===== config.mk =====
export PLATFORM = sky130hd
export DESIGN_NAME = digit_scan_display
export DESIGN_NICKNAME = d
export VERILOG_FILES = /design/src/rtl/digit_scan_display.sv
export SDC_FILE = /design/constraint.sdc
export NUM_CORES = 1
export LEC_CHECK = 0
export BUFFER_PORTS_ARGS = -buffer_cell sky130_fd_sc_hd__buf_2
export CELL_PAD_IN_SITES_DETAIL_PLACEMENT = 0
export CELL_PAD_IN_SITES_GLOBAL_PLACEMENT = 2
export CORE_MARGIN = 1
export CORE_UTILIZATION = 39
export CTS_BUF_LIST = sky130_fd_sc_hd__clkbuf_2
export DETAILED_ROUTE_END_ITERATION = 16
export PLACE_DENSITY_LB_ADDON = 0.25
export SLEW_MARGIN = 5
export SYNTH_ARGS = -nofsm -noshare
export SYNTH_HDL_FRONTEND = slang
export SYNTH_SLANG_ARGS = --single-unit
export TNS_END_PERCENT = 20

===== constraint.sdc =====
create_clock -name clk -period 9.3 [get_ports clk]
set_clock_uncertainty 0.05 [all_clocks]
set_input_delay 0.93 -clock clk [delete_from_list [all_inputs] [get_ports clk]]
set_output_delay 0.93 -clock clk [all_outputs]
set_load 0.005 [all_outputs]

===== src/rtl/digit_scan_display.sv =====
// -----------------------------------------------------------------------------
// digit_scan_display
//
// Purpose:
//   Time-multiplexes NUM_DIGITS BCD digits (timer seconds/minutes counters)
//   onto one shared 7-segment bus with per-digit anode enables. All digits
//   and decimal-point requests are snapshotted once per scan frame, so a
//   frame never shows a mix of old and new counter values. A blanking gap
//   with every anode off separates consecutive digits to suppress ghosting.
//
// Optional feature (compile-time macro):
//   LEADING_ZERO_BLANK_EN - when defined, leading zero digits (scanning from
//   the most significant digit down) are shown blank: segments and dp off,
//   anode timing unchanged. Digit 0 is never blanked. When undefined, every
//   digit is decoded normally.
//
// Parameters:
//   NUM_DIGITS - digits scanned, index 0 = least significant
//   SCAN_DIV   - clk cycles each digit is lit (>= 1)
//   GAP_CYCLES - clk cycles all anodes are off between digits (0 = no gap)
//   ACTIVE_LOW - 1: seg/dp/anode outputs active-low, 0: active-high
//
// Ports:
//   clk         in   system clock, rising edge
//   reset       in   synchronous active-high reset
//   en          in   scan enable, 0 blanks the display
//   digits_in   in   packed BCD digits, digit k at [4k+3:4k]
//   dp_mask     in   decimal point request per digit
//   seg_out     out  segments {g,f,e,d,c,b,a} (registered)
//   dp_out      out  decimal point (registered)
//   an_out      out  anode enables, one-hot active when lit (registered)
//   frame_start out  one-cycle pulse on the cycle after a snapshot edge
// -----------------------------------------------------------------------------

// Per-digit BCD to 7-segment decoder with blanking and output polarity.
module dsd_seg_decode #(
    parameter int ACTIVE_LOW = 1
) (
    input  logic [3:0] bcd_i,
    input  logic       blank_i,
    output logic [6:0] seg_o
);
    logic [6:0] raw;

    // raw is active-high, bit order {g,f,e,d,c,b,a}
    always_comb begin
        raw = 7'b1000000;
        unique case (bcd_i)
            4'd0:    raw = 7'b0111111;
            4'd1:    raw = 7'b0000110;
            4'd2:    raw = 7'b1011011;
            4'd3:    raw = 7'b1001111;
            4'd4:    raw = 7'b1100110;
            4'd5:    raw = 7'b1101101;
            4'd6:    raw = 7'b1111101;
            4'd7:    raw = 7'b0000111;
            4'd8:    raw = 7'b1111111;
            4'd9:    raw = 7'b1101111;
            default: raw = 7'b1000000; // non-BCD codes show a dash
        endcase
        if (blank_i) raw = 7'b0000000;
        seg_o = (ACTIVE_LOW != 0) ? ~raw : raw;
    end
endmodule

module digit_scan_display #(
    parameter int NUM_DIGITS = 4,
    parameter int SCAN_DIV   = 1000,
    parameter int GAP_CYCLES = 2,
    parameter int ACTIVE_LOW = 1
) (
    input  logic                    clk,
    input  logic                    reset,
    input  logic                    en,
    input  logic [4*NUM_DIGITS-1:0] digits_in,
    input  logic [NUM_DIGITS-1:0]   dp_mask,
    output logic [6:0]              seg_out,
    output logic                    dp_out,
    output logic [NUM_DIGITS-1:0]   an_out,
    output logic                    frame_start
);
    localparam int MAXC     = (SCAN_DIV > GAP_CYCLES) ? SCAN_DIV : GAP_CYCLES;
    localparam int CW       = $clog2(MAXC + 1);
    localparam int IW       = (NUM_DIGITS > 1) ? $clog2(NUM_DIGITS) : 1;
    localparam int GAP_LAST = (GAP_CYCLES > 0) ? GAP_CYCLES - 1 : 0;

    localparam logic [CW-1:0] SHOW_END = CW'(SCAN_DIV - 1);
    localparam logic [CW-1:0] GAP_END  = CW'(GAP_LAST);
    localparam logic [IW-1:0] IDX_LAST = IW'(NUM_DIGITS - 1);

    // Inactive output level; xor-ing an active-high value with it applies
    // the configured polarity.
    localparam logic                  OFF_BIT = (ACTIVE_LOW != 0);
    localparam logic [6:0]            SEG_OFF = {7{OFF_BIT}};
    localparam logic [NUM_DIGITS-1:0] AN_OFF  = {NUM_DIGITS{OFF_BIT}};

    typedef enum logic [1:0] {
        ST_IDLE,
        ST_SHOW,
        ST_GAP
    } state_e;

    state_e                      state_q, state_d;
    logic [IW-1:0]               idx_q, idx_d;
    logic [CW-1:0]               cnt_q, cnt_d;
    logic [NUM_DIGITS-1:0][3:0]  snap_q, snap_d;
    logic [NUM_DIGITS-1:0]       dps_q, dps_d;
    logic [6:0]                  seg_q, seg_d;
    logic                        dp_q, dp_d;
    logic [NUM_DIGITS-1:0]       an_q, an_d;
    logic                        fs_q, fs_d;
    logic                        step;

    logic [NUM_DIGITS-1:0]       blank;
    logic [NUM_DIGITS-1:0][6:0]  dec_seg;
    logic [NUM_DIGITS-1:0]       onehot;

    // ---------------------------------------------------------------------
    // Next-state: scan sequencer
    // ---------------------------------------------------------------------
    always_comb begin
        state_d = state_q;
        idx_d   = idx_q;
        cnt_d   = cnt_q;
        snap_d  = snap_q;
        dps_d   = dps_q;
        fs_d    = 1'b0;
        step    = 1'b0;

        if (!en) begin
            state_d = ST_IDLE;
            idx_d   = '0;
            cnt_d   = '0;
        end else begin
            unique case (state_q)
                ST_IDLE: begin
                    state_d = ST_SHOW;
                    idx_d   = '0;
                    cnt_d   = '0;
                    snap_d  = digits_in;
                    dps_d   = dp_mask;
                    fs_d    = 1'b1;
                end
                ST_SHOW: begin
                    if (cnt_q == SHOW_END) begin
                        cnt_d = '0;
                        if (GAP_CYCLES > 0) state_d = ST_GAP;
                        else                step    = 1'b1;
                    end else begin
                        cnt_d = cnt_q + 1'b1;
                    end
                end
                ST_GAP: begin
                    if (cnt_q == GAP_END) begin
                        cnt_d = '0;
                        step  = 1'b1;
                    end else begin
                        cnt_d = cnt_q + 1'b1;
                    end
                end
                default: begin
                    state_d = ST_IDLE;
                    idx_d   = '0;
                    cnt_d   = '0;
                end
            endcase

            // Advance to the next digit; wrapping past the last digit starts
            // a new frame with a fresh snapshot.
            if (step) begin
                state_d = ST_SHOW;
                if (idx_q == IDX_LAST) begin
                    idx_d  = '0;
                    snap_d = digits_in;
                    dps_d  = dp_mask;
                    fs_d   = 1'b1;
                end else begin
                    idx_d = idx_q + 1'b1;
                end
            end
        end
    end

    // ---------------------------------------------------------------------
    // Leading-zero blanking, derived from the snapshot the next cycle uses
    // ---------------------------------------------------------------------
`ifdef LEADING_ZERO_BLANK_EN
    logic zero_run;
    always_comb begin
        blank    = '0;
        zero_run = 1'b1;
        for (int k = NUM_DIGITS - 1; k >= 1; k--) begin
            zero_run = zero_run & (snap_d[k] == 4'd0);
            blank[k] = zero_run;
        end
    end
`else
    assign blank = '0;
`endif

    // One decoder per digit lane, fed from the next-cycle snapshot so the
    // registered outputs line up with the registered state.
    for (genvar k = 0; k < NUM_DIGITS; k++) begin : g_lane
        dsd_seg_decode #(
            .ACTIVE_LOW (ACTIVE_LOW)
        ) u_dec (
            .bcd_i   (snap_d[k]),
            .blank_i (blank[k]),
            .seg_o   (dec_seg[k])
        );
    end

    // ---------------------------------------------------------------------
    // Output next-values (outputs are registered alongside the state)
    // ---------------------------------------------------------------------
    always_comb begin
        onehot = NUM_DIGITS'(1) << idx_d;
        seg_d  = SEG_OFF;
        dp_d   = OFF_BIT;
        an_d   = AN_OFF;
        if (state_d == ST_SHOW) begin
            an_d  = onehot ^ AN_OFF;
            seg_d = dec_seg[idx_d];
            dp_d  = blank[idx_d] ? OFF_BIT : (dps_d[idx_d] ^ OFF_BIT);
        end
    end

    always_ff @(posedge clk) begin
        if (reset) begin
            state_q <= ST_IDLE;
            idx_q   <= '0;
            cnt_q   <= '0;
            snap_q  <= '0;
            dps_q   <= '0;
            seg_q   <= SEG_OFF;
            dp_q    <= OFF_BIT;
            an_q    <= AN_OFF;
            fs_q    <= 1'b0;
        end else begin
            state_q <= state_d;
            idx_q   <= idx_d;
            cnt_q   <= cnt_d;
            snap_q  <= snap_d;
            dps_q   <= dps_d;
            seg_q   <= seg_d;
            dp_q    <= dp_d;
            an_q    <= an_d;
            fs_q    <= fs_d;
        end
    end

    assign seg_out     = seg_q;
    assign dp_out      = dp_q;
    assign an_out      = an_q;
    assign frame_start = fs_q;

endmodule


* Word level (Yosys, flattened, before mapping) *
Memories as Yosys holds them, arrays and structs flattened.
Index checks and enable logic that the tools add are counted.

operators by class
  eq/ne operators = 6
  reductions and logical operators = 5
  muxes and demuxes = 31
  bitwise operators = 8
  shifts and indexed selects = 1
  add/subtract/negate cells = 2
  $lt $le $gt $ge = 1

operators by type and width
  operator                                                     number
  2-to-1 mux 16 bit                                            4
  NOT 7 bit                                                    4
  2-to-1 mux 10 bit                                            2
  one-hot mux 10 bit (2 select lines)                          1
  2-to-1 mux 4 bit                                             4
  binary-select mux 7 bit (select 2 bit)                       1
  2-to-1 mux 2 bit                                             7
  adder 10 x 1 -> 10 bit (second input constant)               1
  == test 10 x 1 -> 1 bit (second input constant)              1
  == test 10 bit (second input constant)                       1
  2-to-1 mux 1 bit                                             8
  2-to-1 mux 7 bit                                             1
  one-hot mux 2 bit (3 select lines)                           1
  OR reduction 2 bit                                           3
  binary-select mux 1 bit (select 2 bit)                       2
  == test 2 x 1 -> 1 bit (second input constant)               2
  == test 2 bit (second input constant)                        2
  NOT 4 bit                                                    1
  left shift 1 x 2 -> 4 bit (first input constant)             1
  less-than comparator 2 x 3 -> 1 bit (second input constant)  1
  NOT 1 bit                                                    3
  OR reduction 3 bit                                           1
  adder 2 x 1 -> 2 bit (second input constant)                 1
  logical NOT 2 bit                                            1

word-level totals
  register bits after elaboration = 47
  ROM bits = 448
  output and inout bits = 13
  input port bits = 23
  memories kept = 4
  logic and storage cells = 70

memories
  name              words  bits a word  rd ports  clocked after Yosys merged registers in  write ports  RTL line  source
  (name not given)  16     7            1         0                                        0            48        unique case (bcd_i)
  (name not given)  16     7            1         0                                        0            48
  (name not given)  16     7            1         0                                        0            48
  (name not given)  16     7            1         0                                        0            48

* Longest topological paths before layout *
Gate-level depths: netlist (run 1).
An unclocked memory read counts as a cell.

  depth in word-level cells = 10
  depth in mapped cells = 15
  mapped depth without buffers = 12

* By module *
From an unflattened synthesis (run 1), not the netlist that was laid out.

second synthesis, totals
  cell total of the unflattened synthesis = 348
  area, all modules = 3153.0 um^2

modules (own cells, without submodules)
  module              times used  cells each  area an instance (um^2)  seq. area each (um^2)
  digit_scan_display  1           216         2217.1                   940.9
  dsd_seg_decode      4           33          234.0                    0.0

* Worst setup path after synthesis (run 1) *
OpenSTA, ideal clock, no wires.

  path kind = in2reg
  from = in en
  to = reg seg_q[5] (netlist: seg_out[5])
  setup slack = 5.719 ns
  data arrival time = 3.397 ns
  required time = 9.116 ns
  cell stages on the path = 12
  buffers on the path = 3
  setup time = 0.134 ns
  cell sequence = and3_1 > nand4_1 > nand2_2 > buf_6 > buf_2 > buf_2 > mux2i_1 > inv_1 > ha_1 > o21ai_0 > o32ai_1 > or4_1

on the way
  word-level cells in the longest chain between the ends = 5
  elaborated cells on any way between the ends = 16
  those cells by class = eq/ne: 1; mux: 5; bitwise: 5; reduce/logical: 1; memory: 4

RTL lines
  element                                 RTL line  source
  start, declared                         74        input logic en,
  2-to-1 mux 16 bit                       130       if (!en) begin
  named net g_lane[2].u_dec.bcd_i[0]      39        input logic [3:0] bcd_i,
  memory read (16 x 7 bit)                -
  NOT 7 bit                               62        seg_o = (ACTIVE_LOW != 0) ? ~raw : raw;
  binary-select mux 7 bit (select 2 bit)  223       seg_d = dec_seg[idx_d];
  2-to-1 mux 7 bit (not written as such)  223
  end signal, assigned                    245       seg_q <= seg_d;
  end, declared                           108       logic [6:0] seg_q, seg_d;

The timed path passes the listed nets, and every way through them passes these cells. The select of a mux whose other input is x is not followed.
A chain may end at the register's enable or synchronous reset.

* Worst setup path in the final report (run 1) *
  from = reg cnt_q[0]
  to = reg seg_q[0] (netlist: seg_out[0])

on the way
  word-level cells in the longest chain between the ends = 10
  elaborated cells on any way between the ends = 26
  those cells by class = eq/ne: 3; mux: 13; bitwise: 5; reduce/logical: 1; memory: 4

RTL lines
  element                                 RTL line  source
  start, declared                         105       logic [CW-1:0] cnt_q, cnt_d;
  start signal, assigned                  242       cnt_q <= cnt_d;
  == test 10 x 1 -> 1 bit                 154       if (cnt_q == GAP_END) begin
  2-to-1 mux 1 bit                        154
  2-to-1 mux 1 bit                        -
  2-to-1 mux 1 bit                        130
  2-to-1 mux 16 bit                       170       if (step) begin
  2-to-1 mux 16 bit                       130
  named net g_lane[3].u_dec.bcd_i[0]      39
  memory read (16 x 7 bit)                -
  NOT 7 bit                               62
  binary-select mux 7 bit (select 2 bit)  223
  2-to-1 mux 7 bit (not written as such)  223

The timed path passes the listed nets, and every way through them passes these cells. The select of a mux whose other input is x is not followed.

==> results of run 1 <==
area by class of cell:
class,count,share of cell area
multi-input combinational,260,0.5730
sequential,47,0.2922
timing repair buffer,35,0.05439
tap,99,0.03846
inverter,18,0.02098
clock inverter,3,0.01321
clock buffer,5,0.007770
placed cells by master (no fill, tap or decap), types with 6 or more instances in the layout:
cell type  count
dfxtp_1       47
nor2_1        44
buf_2         35
ha_1          29
mux2i_1       23
o21ai_0       23
inv_1         18
nand2_1       18
a21oi_1       16
and3_1         9
nand3_1        9
nand2b_1       7
and2_1         6
mux2_2         6
logic make-up (layout without fill, tap and decap cells):
kind of cell / Yosys count / in the layout / synth area share
XOR/XNOR: 8 / 8 / 0.02405
adder cells (fa/ha/maj): 29 / 29 / 0.1245
AO/OA/AOI/OAI: 70 / 70 / 0.1546
multiplexers: 30 / 30 / 0.1073
AND/OR/NAND/NOR: 123 / 123 / 0.2228
flip-flops: 47 / 47 / 0.3229
buffers and inverters: 28 / 61 / 0.04379
flip-flops by register name (all words and copies together) (netlist names):
name / cells
dp_out: 1
state_q: 2
snap_q: 16
an_out: 4
idx_q: 2
dps_q: 4
seg_out: 7
cnt_q: 10
frame_start: 1
through the flow:
| stage | power (mW) | cells |
|---|---|---|
| after detailed placement | 0.2992 | 459 |
| final | 0.4130 | 467 |
| after CTS | 0.4176 | 467 |
| after global routing | 0.4367 | 467 |
| after floorplan | 0.2751 | 335 |
| after global placement | 0.3000 | 459 |
path summary, 6_finish.rpt:
path	from	endpoint
worst min register to register	cnt_q[0]	cnt_q[0]
worst min-delay path	cnt_q[0]	cnt_q[0]
worst max register to register	cnt_q[0]	seg_out[0]
worst max-delay path	cnt_q[0]	seg_out[0]
power by group:
group / switching, mW / leakage (nW) / total [mW] / internal, mW
clock network: 0.0716 / 0.0410 / 0.117 / 0.0457
registers: 0.00421 / 0.384 / 0.215 / 0.210
logic: 0.0477 / 0.951 / 0.0810 / 0.0334
total: 0.124 / 1.38 / 0.413 / 0.289
metal layers:
| layer | global-route usage | part of all wire | vias to the layer above |
|---|---|---|---|
| met4 | 0.07038 | 0.012 | 0 |
| met5 | 0 | 0 | - |
| li1 | - | - | 1252 |
| met1 | 0.2506 | 0.50 | 1124 |
| met3 | 0.02985 | 0.033 | 8 |
| met2 | 0.2965 | 0.46 | 48 |
Yosys cell counts, drive strengths merged, types with 6 or more instances:
cell / count / area (um2)
nand3: 11 / 65.06
a21oi: 17 / 88.84
nand2b: 7 / 43.79
dfxtp: 47 / 940.9
mux2i: 23 / 230.2
nand2: 19 / 73.82
mux2: 7 / 82.57
and3: 9 / 56.30
buf: 6 / 45.04
ha: 29 / 362.9
and2: 6 / 37.54
inv: 18 / 67.56
o21ai: 24 / 120.1
nor2: 44 / 165.2
==> metrics.txt, run 1 <==
# TYPE chip_impl_metric gauge
chip_impl_metric{name="syn2layout_area_growth",unit="%"} 10.52
chip_impl_info{name="path_common_cell",value="ha_1"} 1
chip_impl_metric{name="power.density",unit="nW/um2"} 128.2
chip_impl_metric{name="route.vias.total",unit=""} 2432
chip_impl_metric{name="wire_length_after_detailed_routing",unit="mm"} 6.845
chip_impl_metric{name="max_freq",unit="MHz"} 273.2
chip_impl_info{name="crit_path_end_kind",value="flop"} 1
chip_impl_metric{name="fp.dieH",unit="um"} 88.44
chip_impl_info{name="cpMaxStageDelayCell",value="nand2_2"} 1
chip_impl_metric{name="final-seq-area",unit="um2"} 940.9
chip_impl_metric{name="netlist_instances",unit=""} 335
chip_impl_metric{name="synthesized_cell_area",unit="um2"} 2914
chip_impl_metric{name="post-route-period-util",unit=""} 0.3936
chip_impl_metric{name="gp_congestion",unit=""} 0.7971
chip_impl_metric{name="io-pin-count",unit=""} 36
chip_impl_metric{name="dp_hpwl",unit="mm"} 5.161
chip_impl_metric{name="worst-path-stages",unit=""} 10
chip_impl_metric{name="ff2ff_setup_slack",unit="ns"} 5.64
chip_impl_metric{name="postSynthNetCount",unit=""} 387
chip_impl_metric{name="initial_core_util",unit=""} 0.4018
chip_impl_metric{name="worstSkewPairLatency",unit="ns"} 0.44
chip_impl_metric{name="grt.total_usage",unit=""} 0.1853
chip_impl_info{name="cp_top_family",value="simple AND/OR/NAND/NOR gates"} 1
chip_impl_metric{name="power.static_leakage",unit="nW"} 1.376
chip_impl_metric{name="timing_hold_violations_final",unit=""} 0
chip_impl_metric{name="final_design_instance_area_without_fill",unit="um2"} 3221
chip_impl_metric{name="synth_edf_count",unit=""} 0
chip_impl_metric{name="synth.yosys.warnings",unit=""} 0
chip_impl_info{name="timing.hold.worst.class",value="reg -> reg"} 1
chip_impl_info{name="cells_traversed_along_the_worst_timing_path",value="ha_1, nor4b_4, nand4_1, nand2_2, mux2i_1, inv_1, ha_1, a21boi_0, a21oi_1, or4_1"} 1
chip_impl_metric{name="critical_path.max_fanout",unit=""} 32
chip_impl_metric{name="total_of_flip_flops_plus_latches_after_synthesis",unit=""} 47
chip_impl_metric{name="postCtsSetupBuffers",unit=""} 0
chip_impl_metric{name="dpl_worst_slack",unit="ns"} 5.253
chip_impl_metric{name="slowest_delay",unit="ns"} 0.66
chip_impl_metric{name="worst_pin_slew",unit="ns"} 0.8244
chip_impl_metric{name="filler_cell_count",unit=""} 785
chip_impl_metric{name="dpl_cell_area",unit="um2"} 3153
chip_impl_metric{name="number_of_buffers_inserted_by_port_buffering",unit=""} 35
chip_impl_metric{name="floorplan.rows",unit=""} 31
chip_impl_metric{name="synth.yosys.seq_area_share",unit=""} 0.3229
chip_impl_metric{name="final_core_util",unit=""} 0.4440
chip_impl_metric{name="drt_pass1_iterations",unit=""} 4
chip_impl_info{name="result_of_the_run",value="finished, final reports clean"} 1
chip_impl_metric{name="clkSlewWorstSetupHoldPaths",unit="ns"} 0.25
chip_impl_metric{name="ant_nets",unit=""} 0
chip_impl_metric{name="max_slew_margin",unit=""} 0.4484
chip_impl_metric{name="finalSetupViolations",unit=""} 0
chip_impl_metric{name="post_synth.cell_area_avg",unit="um2"} 8.699
chip_impl_metric{name="total_die_area",unit="um2"} 7822
chip_impl_metric{name="maximum_number_of_pins_on_one_net_before_global_route_repair",unit=""} 33
chip_impl_info{name="tritoncts",value="done"} 1
chip_impl_metric{name="postSynth.asyncResetShare",unit=""} 0
chip_impl_info{name="yosys_most_used_dff",value="dfxtp_1"} 1
chip_impl_metric{name="post_cts_hold_buffer_count",unit=""} 0
chip_impl_metric{name="grt_first_pass_wirelength",unit="mm"} 10.98
chip_impl_metric{name="clock_tree.htree_level_count",unit=""} 2
chip_impl_metric{name="antenna-diode-count",unit=""} 0
chip_impl_metric{name="final.min_clock_period",unit="ns"} 3.660
chip_impl_metric{name="cts_resized",unit=""} 0
chip_impl_metric{name="detail_route.wl_per_cell",unit="um"} 14.66
chip_impl_metric{name="totalNegativeSetupSlack",unit="ns"} 0
chip_impl_metric{name="min_delay_path_depth",unit=""} 1
chip_impl_metric{name="antenna_found_initial",unit=""} 0
chip_impl_metric{name="clkSinkCount",unit=""} 47
chip_impl_metric{name="final_max_slew_viol_count",unit=""} 0
chip_impl_info{name="critical_path_launch_point_type",value="flop"} 1
chip_impl_metric{name="multiInputGateArea",unit="um2"} 1846
chip_impl_metric{name="max_cap_violations",unit=""} 0
chip_impl_metric{name="drive_above_1_share",unit=""} 0.1603
chip_impl_metric{name="finalNetCount",unit=""} 419
chip_impl_metric{name="placeableCoreArea",unit="um2"} 7253
chip_impl_metric{name="critPathBufInv",unit=""} 1
chip_impl_metric{name="synth_cell_types",unit=""} 53
chip_impl_metric{name="timing.critical_path.required",unit="ns"} 9.59
chip_impl_metric{name="drc_errors",unit=""} 0
chip_impl_metric{name="drt-vias-per-instance",unit=""} 5.208
chip_impl_metric{name="ctsLongestPathBuffers",unit=""} 2
chip_impl_metric{name="die_width",unit="um"} 88.44
chip_impl_metric{name="vias_in_the_first_global_route",unit=""} 2222
chip_impl_info{name="cts_root_buffer",value="clkbuf_2"} 1
chip_impl_metric{name="timing.reg2reg.worst_path_depth",unit=""} 10
chip_impl_metric{name="hold_slack",unit="ns"} 0.4647
chip_impl_metric{name="detail_route.iter0.violations",unit=""} 92
chip_impl_metric{name="worst-endpoint-arrival",unit="ns"} 3.95
chip_impl_metric{name="layout_setup_ws",unit="ns"} 5.640
chip_impl_info{name="setup_repair_after_global_routing_missed_its_margin",value="no"} 1
chip_impl_metric{name="ir_worst_vdd",unit="mV"} 0.04450
chip_impl_metric{name="gr-total-overflow",unit=""} 0
chip_impl_info{name="worstSetupPathType",value="reg -> reg"} 1
chip_impl_metric{name="cts-buffers-inserted",unit=""} 5
No activity file was read; power rests on OpenSTA's default activity.
==> inputs of run 2 (changes only) <==
--- a/config.mk
+++ b/config.mk
@@ -9,7 +9,7 @@
 export CELL_PAD_IN_SITES_DETAIL_PLACEMENT = 0
 export CELL_PAD_IN_SITES_GLOBAL_PLACEMENT = 2
 export CORE_MARGIN = 1
-export CORE_UTILIZATION = 39
+export CORE_UTILIZATION = 37
 export CTS_BUF_LIST = sky130_fd_sc_hd__clkbuf_2
 export DETAILED_ROUTE_END_ITERATION = 16
 export PLACE_DENSITY_LB_ADDON = 0.25
==> constraint.sdc (replaced) <==
create_clock -name clk -period 3.84 [get_ports clk]
set_clock_uncertainty 0.05 [all_clocks]
set_input_delay 0.384 -clock clk [delete_from_list [all_inputs] [get_ports clk]]
set_output_delay 0.384 -clock clk [all_outputs]
set_load 0.005 [all_outputs]
==> run 2 against run 1 <==
  * Worst hold slack worse by 0.31 ns
  * Total power is 120% higher
  * Critical endpoint is now seg_out[5]
  * Largest cell class unchanged
  * Largest power group unchanged
  * Register-to-register slack worse by 5.2 ns
==> metrics.txt, run 2 (same netlist as run 1, synthesis figures left out) <==
# TYPE chip_impl_metric gauge
chip_impl_metric{name="total_power",unit="uW"} 929.1
chip_impl_metric{name="gr-total-overflow",unit=""} 0
chip_impl_metric{name="post_cts_hold_buffer_count",unit=""} 0
chip_impl_metric{name="hold_slack",unit="ns"} 0.1505
chip_impl_metric{name="timing_hold_violations_final",unit=""} 0
chip_impl_metric{name="worstSkewPairLatency",unit="ns"} 0.42
chip_impl_metric{name="grt_first_pass_wirelength",unit="mm"} 11.29
chip_impl_metric{name="ff2ff_setup_slack",unit="ns"} 0.41
chip_impl_info{name="holdCritStartpoint",value="dp_mask[3]"} 1
chip_impl_metric{name="final.min_clock_period",unit="ns"} 3.426
chip_impl_info{name="rr_startpoint",value="cnt_q[0]"} 1
chip_impl_metric{name="antenna-diode-count",unit=""} 0
chip_impl_info{name="setup_repair_after_global_routing_missed_its_margin",value="no"} 1
chip_impl_info{name="max_flop_register",value="snap_q"} 1
chip_impl_metric{name="ctsLongestPathBuffers",unit=""} 2
chip_impl_metric{name="ir_worst_vdd",unit="mV"} 0.1149
chip_impl_metric{name="detail_route.iter0.violations",unit=""} 156
chip_impl_metric{name="clock_tree.htree_level_count",unit=""} 2
chip_impl_info{name="worstSetupPathType",value="reg -> reg"} 1
chip_impl_metric{name="dpl_worst_slack",unit="ns"} 0.3897
chip_impl_metric{name="io-pin-count",unit=""} 36
chip_impl_info{name="crit_path_end_kind",value="flop"} 1
chip_impl_metric{name="cts-buffers-inserted",unit=""} 5
chip_impl_metric{name="grt_util_met3",unit=""} 0.02778
chip_impl_metric{name="timing.reg2reg.worst_path_depth",unit=""} 11
chip_impl_metric{name="finalSetupViolations",unit=""} 0
chip_impl_info{name="result_of_the_run",value="finished, final reports clean"} 1
chip_impl_metric{name="placeableCoreArea",unit="um2"} 7447
chip_impl_metric{name="grt.total_usage",unit=""} 0.1726
chip_impl_metric{name="post-route-period-util",unit=""} 0.8921
chip_impl_metric{name="vias_in_the_first_global_route",unit=""} 2237
chip_impl_metric{name="power.static_leakage",unit="nW"} 1.397
chip_impl_metric{name="dpl_cell_area",unit="um2"} 3206
chip_impl_metric{name="final_design_instance_area_without_fill",unit="um2"} 3244
chip_impl_metric{name="drt-vias-per-instance",unit=""} 5.205
chip_impl_metric{name="route.vias.total",unit=""} 2462
chip_impl_info{name="tritoncts",value="done"} 1
chip_impl_metric{name="wire_length_after_detailed_routing",unit="mm"} 6.958
chip_impl_metric{name="max_freq",unit="MHz"} 291.9
chip_impl_metric{name="number_of_buffers_inserted_by_port_buffering",unit=""} 35
chip_impl_metric{name="power.density",unit="nW/um2"} 286.4
chip_impl_metric{name="timing.critical_path.required",unit="ns"} 4.12
chip_impl_metric{name="floorplan.rows",unit=""} 31
chip_impl_info{name="cts_root_buffer",value="clkbuf_2"} 1
chip_impl_metric{name="clkSinkCount",unit=""} 47
chip_impl_metric{name="worst-endpoint-arrival",unit="ns"} 3.70
chip_impl_metric{name="max_slew_margin",unit=""} 0.5271
chip_impl_info{name="global_route_layer_with_the_greatest_usage",value="met2"} 1
chip_impl_metric{name="max_cap_violations",unit=""} 0
chip_impl_metric{name="layout_setup_ws",unit="ns"} 0.4142
chip_impl_metric{name="final_max_slew_viol_count",unit=""} 0
chip_impl_metric{name="die_width",unit="um"} 90.75
chip_impl_metric{name="min_delay_path_depth",unit=""} 3
chip_impl_metric{name="antenna_found_initial",unit=""} 0
chip_impl_metric{name="gp_congestion",unit=""} 0.7829
chip_impl_info{name="hold_path_end",value="dps_q[3]"} 1
chip_impl_metric{name="global_route.usage.met1",unit=""} 0.2494
chip_impl_metric{name="syn2layout_area_growth",unit="%"} 11.34
chip_impl_metric{name="postCtsSetupBuffers",unit=""} 0
chip_impl_info{name="mostFrequentLayoutCell",value="dfxtp_1"} 1
chip_impl_metric{name="grt_use_met2",unit=""} 0.2639
chip_impl_metric{name="critical_path.max_fanout",unit=""} 18
chip_impl_metric{name="drt_pass1_iterations",unit=""} 4
chip_impl_metric{name="ant_nets",unit=""} 0
chip_impl_metric{name="totalNegativeSetupSlack",unit="ns"} 0
chip_impl_metric{name="drive_above_1_share",unit=""} 0.1765
chip_impl_metric{name="cts_resized",unit=""} 0
chip_impl_info{name="timing.hold.worst.class",value="in -> reg"} 1
chip_impl_metric{name="dp_hpwl",unit="mm"} 5.401
chip_impl_metric{name="initial_core_util",unit=""} 0.3913
chip_impl_metric{name="clkSlewWorstSetupHoldPaths",unit="ns"} 0.25
chip_impl_metric{name="finalNetCount",unit=""} 426
chip_impl_info{name="layout.cells.most_common_list",value="47 x dfxtp_1, 44 x nor2_1, 35 x buf_2"} 1
chip_impl_info{name="critical_path_launch_point_type",value="flop"} 1
chip_impl_info{name="crit-reg2reg-capture",value="seg_out[5]"} 1
chip_impl_metric{name="detail_route.wl_per_cell",unit="um"} 14.71
chip_impl_metric{name="drc_errors",unit=""} 0
chip_impl_metric{name="fp.dieH",unit="um"} 90.75
chip_impl_metric{name="largest_reg_flops",unit=""} 16
chip_impl_metric{name="maximum_number_of_pins_on_one_net_before_global_route_repair",unit=""} 23
chip_impl_metric{name="worst_pin_slew",unit="ns"} 0.6897
chip_impl_metric{name="total_die_area",unit="um2"} 8235
-- run 2: how the worst max path moves through the flow --
| stage | to | slack (ns) | start | depth (start not counted) |
|---|---|---|---|---|
| after floorplan | seg_out[5] | 0.50 | cnt_q[0] | 13 |
| after global placement | seg_out[5] | 0.50 | cnt_q[0] | 11 |
| after detailed placement | seg_out[5] | 0.39 | cnt_q[0] | 10 |
| after CTS | seg_out[5] | 0.35 | cnt_q[0] | 10 |
| final | seg_out[5] | 0.41 | cnt_q[0] | 11 |
| after global routing | seg_out[5] | 0.16 | cnt_q[0] | 11 |
-- run 2: critical path, stage by stage, from the launching register on --
cell and delay [ns]:
dfxtp_1 0.45, ha_1 0.17, nor4b_4 0.28, nand4_1 0.22
nand2_2 0.43, buf_4 0.32, mux2_2 0.40, ha_1 0.19
nor2_1 0.15, a21o_1 0.11, a21oi_1 0.06, or4_1 0.50
-- run 2: metrics by stage --
| step | cells | utilization |
|---|---|---|
| 3_3_place_gp | 466 | 0.4304 |
| 4_1_cts | 473 | 0.4357 |
| 2_1_floorplan | 335 | - |
| 3_5_place_dp | 466 | 0.4304 |
| 5_1_grt | 473 | 0.4357 |
| 6_report | 473 | 0.4357 |
-- run 2: layout make-up --
type,count,area [um2]
clock buffers,5,25.02
multi-input cells,260,1846
repair buffers,42,227.7
well taps,99,123.9
fillers,796,4203
flip-flops and latches,47,940.9
clock inverters,2,13.76
inverters,18,67.56
-- run 2: power by group --
group	switching [mW]	internal (mW)
Combinational	0.117	0.0874
Clock	0.163	0.0419
Sequential	0.00983	0.509
Total	0.290	0.639
-- run 2: metal layers --
metal	share of wire	vias to the layer above
met2	0.43	63
met3	0.050	5
met1	0.51	1131
met5	0	-
met4	0.010	0
li1	-	1263
